===== src/rtl/fft_sample_server_if.sv =====
// fft_sample_server_if: request/response link between the sample source,
// the first FFT stage and the sample server.
//   master: sample source / FFT consumer side
//   slave : fft_sample_server side
interface fft_sample_server_if #(
  parameter int Q     = 15,
  parameter int LOG2N = 3
);
  logic             sample_valid;
  logic [Q:0]       sample_real;
  logic [Q:0]       sample_imag;
  logic             sample_ready;
  logic             valid_packet;
  logic             valid_request;
  logic             data_valid;
  logic [Q:0]       data_real;
  logic [Q:0]       data_imag;
  logic [LOG2N-1:0] data_index;

  modport master (
    output sample_valid, sample_real, sample_imag, valid_request,
    input  sample_ready, valid_packet, data_valid, data_real, data_imag, data_index
  );

  modport slave (
    input  sample_valid, sample_real, sample_imag, valid_request,
    output sample_ready, valid_packet, data_valid, data_real, data_imag, data_index
  );
endinterface


===== src/rtl/fft_sample_server.sv =====
// fft_sample_server: ping-pong buffer of N complex samples. One bank fills
// while the other is served one sample per accepted request, in bit-reversed
// address order. Optional build macro FFT_SAMPLE_SERVER_OVERRUN_CNT_EN adds an
// 8-bit saturating count of dropped writes and ignored requests.
module fft_sample_server #(
  parameter int Q     = 15,
  parameter int N     = 8,
  parameter int LOG2N = 3
) (
  input  logic               clk,
  input  logic               reset,
  fft_sample_server_if.slave bus
`ifdef FFT_SAMPLE_SERVER_OVERRUN_CNT_EN
  ,
  output logic [7:0]         overrun_count
`endif
);
  localparam int W = 2 * (Q + 1);

  // Both banks live in one array, addressed {bank, offset}; real part in the upper half.
  logic [W-1:0]     mem_q [2*N];

  logic [1:0]       full_q, full_d;
  logic             wr_bank_q, wr_bank_d;
  logic             rd_bank_q, rd_bank_d;
  logic [LOG2N-1:0] wr_ptr_q, wr_ptr_d;
  logic [LOG2N-1:0] rd_cnt_q, rd_cnt_d;
  logic             gap_q, gap_d;
  logic             valid_packet_q, valid_packet_d;
  logic             data_valid_q;
  logic [Q:0]       data_real_q, data_imag_q;
  logic [LOG2N-1:0] data_index_q;

  logic [LOG2N-1:0] rd_addr;
  logic             wr_fire, rd_fire, wr_last, rd_last;

  // Read address is the read count with its bits mirrored.
  generate
    for (genvar gi = 0; gi < LOG2N; gi++) begin : g_bitrev
      assign rd_addr[gi] = rd_cnt_q[LOG2N-1-gi];
    end
  endgenerate

  // A write and a read never target the same bank: writes need an empty
  // write bank, reads need a full read bank.
  assign wr_fire = bus.sample_valid && !full_q[wr_bank_q];
  assign rd_fire = bus.valid_request && valid_packet_q;
  assign wr_last = wr_fire && (wr_ptr_q == LOG2N'(N - 1));
  assign rd_last = rd_fire && (rd_cnt_q == LOG2N'(N - 1));

  assign bus.sample_ready = !full_q[wr_bank_q];
  assign bus.valid_packet = valid_packet_q;
  assign bus.data_valid   = data_valid_q;
  assign bus.data_real    = data_real_q;
  assign bus.data_imag    = data_imag_q;
  assign bus.data_index   = data_index_q;

  // Next-state of the bank pointers and full flags; fill and release may coincide.
  always_comb begin
    full_d    = full_q;
    wr_bank_d = wr_bank_q;
    rd_bank_d = rd_bank_q;
    wr_ptr_d  = wr_ptr_q;
    rd_cnt_d  = rd_cnt_q;
    if (wr_fire) begin
      wr_ptr_d = wr_ptr_q + 1'b1;
      if (wr_last) begin
        full_d[wr_bank_q] = 1'b1;
        wr_bank_d         = ~wr_bank_q;
      end
    end
    if (rd_fire) begin
      rd_cnt_d = rd_cnt_q + 1'b1;
      if (rd_last) begin
        full_d[rd_bank_q] = 1'b0;
        rd_bank_d         = ~rd_bank_q;
      end
    end
    // One-cycle gap after each release keeps frames visibly separated.
    gap_d          = rd_last;
    valid_packet_d = full_d[rd_bank_d] && !gap_d;
  end

  // Control state register; valid_packet is registered from next-state so it
  // rises the cycle after the frame's last write.
  always_ff @(posedge clk) begin
    if (reset) begin
      full_q         <= '0;
      wr_bank_q      <= 1'b0;
      rd_bank_q      <= 1'b0;
      wr_ptr_q       <= '0;
      rd_cnt_q       <= '0;
      gap_q          <= 1'b0;
      valid_packet_q <= 1'b0;
      data_valid_q   <= 1'b0;
    end else begin
      full_q         <= full_d;
      wr_bank_q      <= wr_bank_d;
      rd_bank_q      <= rd_bank_d;
      wr_ptr_q       <= wr_ptr_d;
      rd_cnt_q       <= rd_cnt_d;
      gap_q          <= gap_d;
      valid_packet_q <= valid_packet_d;
      data_valid_q   <= rd_fire;
    end
  end

  // Sample memory write port; contents survive reset.
  always_ff @(posedge clk) begin
    if (wr_fire) begin
      mem_q[{wr_bank_q, wr_ptr_q}] <= {bus.sample_real, bus.sample_imag};
    end
  end

  // Registered read port; output holds between accepted requests.
  always_ff @(posedge clk) begin
    if (reset) begin
      data_real_q  <= '0;
      data_imag_q  <= '0;
      data_index_q <= '0;
    end else if (rd_fire) begin
      {data_real_q, data_imag_q} <= mem_q[{rd_bank_q, rd_addr}];
      data_index_q               <= rd_addr;
    end
  end

`ifdef FFT_SAMPLE_SERVER_OVERRUN_CNT_EN
  logic [7:0] overrun_q, overrun_d;
  logic [8:0] overrun_sum;
  logic       wr_drop, rq_drop;

  assign wr_drop     = bus.sample_valid && full_q[wr_bank_q];
  assign rq_drop     = bus.valid_request && !valid_packet_q;
  assign overrun_sum = {1'b0, overrun_q} + {8'd0, wr_drop} + {8'd0, rq_drop};
  assign overrun_d   = overrun_sum[8] ? 8'hFF : overrun_sum[7:0];
  assign overrun_count = overrun_q;

  // Saturating overrun counter.
  always_ff @(posedge clk) begin
    if (reset) begin
      overrun_q <= '0;
    end else begin
      overrun_q <= overrun_d;
    end
  end
`endif

endmodule


===== src/flat_wrapper.sv =====
// flat-port wrapper written by rule: the top's interface ports become plain ports
module fft_sample_server_flat 
#(
  parameter int Q     = 15,
  parameter int N     = 8,
  parameter int LOG2N = 3
)
  (clk, reset, bus_sample_valid, bus_sample_real, bus_sample_imag, bus_valid_request, bus_sample_ready, bus_valid_packet, bus_data_valid, bus_data_real, bus_data_imag, bus_data_index);
  fft_sample_server_if #(.Q(Q), .LOG2N(LOG2N)) bus_i ();
  input  logic clk;
  input  logic reset;
  input wire logic [$bits(bus_i.sample_valid)-1:0] bus_sample_valid;
  input wire logic [$bits(bus_i.sample_real)-1:0] bus_sample_real;
  input wire logic [$bits(bus_i.sample_imag)-1:0] bus_sample_imag;
  input wire logic [$bits(bus_i.valid_request)-1:0] bus_valid_request;
  output wire logic [$bits(bus_i.sample_ready)-1:0] bus_sample_ready;
  output wire logic [$bits(bus_i.valid_packet)-1:0] bus_valid_packet;
  output wire logic [$bits(bus_i.data_valid)-1:0] bus_data_valid;
  output wire logic [$bits(bus_i.data_real)-1:0] bus_data_real;
  output wire logic [$bits(bus_i.data_imag)-1:0] bus_data_imag;
  output wire logic [$bits(bus_i.data_index)-1:0] bus_data_index;
  assign bus_i.sample_valid = bus_sample_valid;
  assign bus_i.sample_real = bus_sample_real;
  assign bus_i.sample_imag = bus_sample_imag;
  assign bus_i.valid_request = bus_valid_request;
  assign bus_sample_ready = bus_i.sample_ready;
  assign bus_valid_packet = bus_i.valid_packet;
  assign bus_data_valid = bus_i.data_valid;
  assign bus_data_real = bus_i.data_real;
  assign bus_data_imag = bus_i.data_imag;
  assign bus_data_index = bus_i.data_index;
  fft_sample_server #(.Q(Q), .N(N), .LOG2N(LOG2N)) u_core (.clk(clk), .reset(reset), .bus(bus_i));
endmodule

===== config.mk =====
export PLATFORM = sky130hd
export DESIGN_NAME = fft_sample_server_flat
export DESIGN_NICKNAME = d
export VERILOG_FILES = /design/src/rtl/fft_sample_server_if.sv /design/src/rtl/fft_sample_server.sv /design/src/flat_wrapper.sv
export SDC_FILE = /design/constraint.sdc
export NUM_CORES = 1
export LEC_CHECK = 0
export BUFFER_PORTS_ARGS = -buffer_cell sky130_fd_sc_hd__clkbuf_2
export CORE_MARGIN = 2
export CORE_UTILIZATION = 40
export DETAILED_ROUTE_END_ITERATION = 12
export PLACE_DENSITY = 0.56
export SLEW_MARGIN = 40
export SYNTH_ARGS = -nofsm -noshare
export SYNTH_HDL_FRONTEND = slang
export SYNTH_SLANG_ARGS = --single-unit

===== constraint.sdc =====
create_clock -name clk -period 6.7 [get_ports clk]
set_clock_uncertainty 0.2 [all_clocks]
set_input_delay 2.01 -clock clk [delete_from_list [all_inputs] [get_ports clk]]
set_output_delay 2.01 -clock clk [all_outputs]
set_load 0.1 [all_outputs]

**Word level (Yosys, flattened, before mapping)**

Memory sizes are Yosys's and may differ from the RTL's. A register that Yosys moved wholly into a read port is not among the register bits.
Cells that the tools add are included.
Widths: inputs -> output; s select.

- Input bits: 36
- Logic and storage cells: 49
- Flip-flop bits (word level): 15
- Memories: 1
- RAM bits: 512

- Reduce and logical (&&, ||, !) cells: 10
- Equal/unequal tests: 2
- Magnitude comparators: 5
- $add $sub $neg: 2
- Bitwise logic cells: 5
- Mux-type cells: 16

Memory list:

| name | depth | bits a word | read ports | clocked after memory_dff | write ports | RTL line | source |
|---|---|---|---|---|---|---|---|
| u_core.mem_q | 16 | 32 | 1 | 1 | 1 | fft_sample_server.sv:21 | `logic [W-1:0] mem_q [2*N];` |

Operators by type and width:

| cell | count |
|---|---|
| $mux 1 | 10 |
| $mux 2 | 4 |
| $logic_and 1x1->1 | 7 |
| $add 3x1->3 const B | 2 |
| $eq 3x3->1 const B | 2 |
| $lt 1x2->1 const B | 3 |
| $and 2x2->2 | 1 |
| $demux 1 s1 | 2 |
| $ge 1x1->1 const B | 2 |
| $logic_not 1->1 | 2 |
| $not 1->1 | 2 |
| $not 2->2 | 1 |
| $or 2x2->2 | 1 |
| $reduce_and 2->1 | 1 |

**Depth between registers and ports, before layout**

- Word-level depth: 13
- Mapped depth: 8
- Gate-level depth less buffers: 6

**Least setup slack after synthesis**

No wires, ideal clock.

- Path kind: reg2reg
- Start point: register u_core.wr_bank_q
- End point: memory u_core.mem_q[0][0] (netlist bit), enable pin
- Data required time: 6,039 ps
- Slack: 1,139 ps
- Clock period less this slack: 5,561 ps
- Library setup time: 461 ps
- Stages on the path, launching flop included: 6
- Arrival time: 4,900 ps
- Path through: dfxtp_1 mux2i_1 and2_1 clkbuf_1 nand2_1 nor3_1

- Longest elaborated chain between the ends: 6

RTL lines:

| what | RTL line | source |
|---|---|---|
| from (decl) | fft_sample_server.sv:24 | `logic wr_bank_q, wr_bank_d;` |
| from (signal assigned) | fft_sample_server.sv:98 | `wr_bank_q <= wr_bank_d;` |
| $mux 1 (2 in a row) | - |  |
| $logic_not 1->1 | - |  |
| via bus_sample_ready | flat_wrapper.sv:16 | `output wire logic [$bits(bus_i.sample_ready)-1:0] bus_sample_ready;` |
| $logic_and 1x1->1 | fft_sample_server.sv:46 | `assign wr_fire = bus.sample_valid && !full_q[wr_bank_q];` |
| $mux 1 | fft_sample_server.sv:110 | `if (wr_fire) begin` |
| $mux 1 (implied by the code) | fft_sample_server.sv:111 | `mem_q[{wr_bank_q, wr_ptr_q}] <= {bus.sample_real, bus.sample_imag};` |
| to (decl) | fft_sample_server.sv:21 |  |

The timed path passes the listed nets, and every way through them passes these cells. The select of a mux whose other input is x is not followed.

**Final worst setup path**

- Start point: register u_core.wr_bank_q
- End point: output port bus_sample_ready

- Longest elaborated chain between the ends: 3

RTL lines:

| what | RTL line | source |
|---|---|---|
| $mux 1 (implied by the code) (2 in a row) | fft_sample_server.sv:51 | `assign bus.sample_ready = !full_q[wr_bank_q];` |
| $logic_not 1->1 | fft_sample_server.sv:51 |  |
| to (decl) | flat_wrapper.sv:16 |  |

Every way passes these cells. The select of a mux whose other input is x is not followed.

==> metrics.csv <==
stage,metric,value,unit
sta,# setup viols final,0,
clock_network,total CTS buffers,57,
synthesis,Post-synth EDFFs,512,
synthesis,Cells after Synth,1019,
placement,RD Place Congestion,0.673,
pwr,power per cell area,284,nW/um^2
synthesis,top area cells in the synthesized netlist,"edfxtp_1, mux4_1, dfxtp_1",
hold_path,hold path cells,2,
sta,unrepaired setup endpoints after global routing,false,
placement,Setup WS pre-CTS,2620,ps
sta,post-route minimum period,4350,ps
hold_path,Worst Hold Class,reg -> reg,
critical_path,critical setup path kind,reg -> out,
synthesis,post-synthesis register bit count,559,
hold_path,Worst Hold Path EP,u_core.bus.data_index[2],
pwr,VDD IR-drop max,0.176,mV
critical_path,crit end category,output port,
detailed_routing,vias post-DR,9913,
die,IO Count,74,
pwr,Leak,7.95,nW
sta,post-layout worst setup margin,2350,ps
grt,total gr overflow,0,
final_layout,FF/Latch Area,16300,um^2
detailed_routing,DR iter-0 viols,705,
clock_network,H-tree depth,2,
grt,antenna violations before repair,0,
synthesis,Post-synth ARST share,0,%
critical_path,largest fanout on the critical path,11,
outcome,status,"complete, no violations",
clock_network,Root Buffer,clkbuf_16,
die,die area,55500,um^2
final_layout,ratio of cells with drive above 1 in the final layout,26.0,%
grt,Total GRT Usage,15.5,%
placement,dpl hpwl,24800,um
sta,slew margin rel.,46.1,%
synthesis,Yosys top cell area share,71.7,%
synthesis,"Primary FF master, synth",edfxtp_1,
placement,dpl cell area,23000,um^2
synthesis,sequential area share after synthesis,76.1,%
die,Die H,236,um
detailed_routing,Final ANT Viol Nets,0,
critical_path,reg2reg path depth,5,
sta,final hold violation count,0,
sta,highest clock rate,0.230,GHz
placement,placed insts,1758,
critical_path,Arrival @ worst endpoint,2140,ps
clock_network,CTS max path bufs,3,
sta,post-route clock period utilization,64.9,%
die,Core Box Area,52800,um^2
synthesis,Syn Std Cell Area,21400,um^2
clock_network,Clock Sinks,559,
die,Starting Density,40.6,%
detailed_routing,# DRC,0,
flow_run,maxcap violations,0,
final_layout,final core occ,47.1,%
critical_path,reg2reg start,u_core.wr_bank_q,
critical_path,reg2reg end,u_core.mem_q[2][21],
clock_network,cts repair resizes,0,
synthesis,Ys Warns,0,
die,Die Width,236,um
sta,setup tns final,0,ps
clock_network,Post-CTS Hold Buffers,0,
final_layout,footprint of the multi-input gates,4830,um^2
detailed_routing,vias per inst,5.31,
sta,max-slew violations,0,
synthesis,syn nets,1062,
final_layout,nets@finish,1173,
critical_path,R2R Setup Slk,3740,ps
final_layout,design area,24800,um^2
detailed_routing,routed len/inst,22.8,um
sta,Worst-Margin Slew,808,ps
hold_path,Worst Min Path Start,u_core.bus.data_index[2],
grt,first-pass GRT wire length,64800,um
clock_network,CTS tree,done,
synthesis,synthesized area per cell,21.0,um^2
synthesis,Netlist cell types,38,
final_layout,Final Instance Count excl. Fillers,1866,
critical_path,critical path launch point type,flip-flop,
final_layout,Area Overhead vs Synth,15.8,%
die,row count,84,
final_layout,fillers,4422,
clock_network,"Clk Latency, worst-skew pair",600,ps
synthesis,Yosys top cell by area,edfxtp_1,
detailed_routing,Routed WL,42600,um
clock_network,# Post-CTS Setup Buffers,0,
grt,vias in the first global route,10400,
critical_path,required time worst endpoint,4490,ps
clock_network,Worst-path clk slew,60,ps
detailed_routing,drt first pass iters,5,
grt,largest net degree at the start of global routing,48,
placement,Port Buffer Count,73,
final_layout,diode count,0,
metrics by stage:
stage	hold WS, ps	total power, W
after global routing	289	0.00728
after global placement	248	0.00405
after detailed placement	256	0.00405
after CTS	264	0.00713
after floorplan	274	0.00398
final	258	0.00705
report_power, final:
group / internal (W) / switching, W / total (W)
sequential: 0.00384 / 0.00000868 / 0.00385
clock: 0.00181 / 0.00127 / 0.00307
combinational: 0.0000320 / 0.0000917 / 0.000124
critical path, cell delays in order (launching register included):
cell      delay [ps]
dfxtp_1          650
mux2i_1          380
clkbuf_2         520
cell usage in the layout, fill, tap and decap left out, drive strengths merged:
cell type / n
nand4bb: 1
inv: 4
o22ai: 1
buf: 38
clkinvlp: 2
mux2i: 66
edfxtp: 512
a21oi: 7
a211oi: 1
o21ai: 32
mux4: 96
nor3: 4
xor2: 2
a22oi: 32
mux2: 32
clkinv: 12
bufinv: 3
xnor2: 2
nand2: 51
ha: 7
and2: 3
nand3: 1
nand2b: 2
clkbuf: 161
dfxtp: 47
nor3b: 1
a311oi: 1
nor2b: 1
nor2: 22
o31ai: 1
a221oi: 32
a31oi: 1
worst max-delay path by stage:
stage                     start                  end  slack (ps)  cells past startpoint
2_1_floorplan  u_core.wr_bank_q   u_core.mem_q[0][0]        1140                      5
3_3_place_gp   bus_sample_valid  u_core.mem_q[7][26]        2410                      4
3_5_place_dp   bus_sample_valid  u_core.mem_q[2][25]        2620                      5
4_1_cts        u_core.wr_bank_q     bus_sample_ready        2300                      2
5_1_grt        u_core.wr_bank_q     bus_sample_ready        2180                      2
6_report       u_core.wr_bank_q     bus_sample_ready        2350                      2
registers in the layout, summed over array words and instances (netlist names):
| name | count |
|---|---|
| u_core.rd_bank_q | 1 |
| u_core.rd_cnt_q | 3 |
| u_core.bus.data_imag | 16 |
| u_core.bus.valid_packet | 1 |
| u_core.full_q | 2 |
| u_core.bus.data_index | 3 |
| u_core.bus.data_real | 16 |
| u_core.mem_q | 512 |
| u_core.wr_ptr_q | 3 |
| u_core.bus.data_valid | 1 |
| u_core.wr_bank_q | 1 |
area by class of cell:
cell class                 instances  area share (%)
clock buffer                      88            6.66
clock inverter                    19           0.726
inverter                           2          0.0302
multi-input combinational        399            19.5
sequential                       559            65.8
tap                              688            3.47
timing repair buffer             111            3.91
metal layers:
| metal | up-vias | share of wire, % | GRT usage, % |
|---|---|---|---|
| met4 | 0 | 2.1 | 4.88 |
| met2 | 201 | 49 | 25.9 |
| met5 | - | 0 | 0 |
| met1 | 5170 | 45 | 20.9 |
| met3 | 72 | 3.9 | 2.44 |
| li1 | 4470 | - | - |
cell families after synthesis:
| logic type | count (synthesis) | share of synthesized area, % |
|---|---|---|
| flip-flops | 559 | 76.1 |
| multiplexers | 194 | 15.8 |
| AO/OA/AOI/OAI | 108 | 3.83 |
| buffers and inverters | 61 | 2.04 |
| AND/OR/NAND/NOR | 86 | 1.66 |
| adder cells (fa/ha/maj) | 7 | 0.408 |
| XOR/XNOR | 4 | 0.163 |
cell usage after synthesis (3+ instances only):
library cell,number
edfxtp_1,512
mux2i_1,66
mux4_1,56
nand2_1,51
dfxtp_1,47
mux4_2,40
a221oi_1,32
mux2_2,32
o21ai_0,27
nor2_1,22
a22oi_1,18
clkbuf_1,17
buf_2,16
buf_6,16
a22oi_2,14
a21oi_1,7
ha_1,7
o21ai_1,5
nor3_1,4
and2_1,3
buf_4,3
No activity file was read; power rests on OpenSTA's default activity.
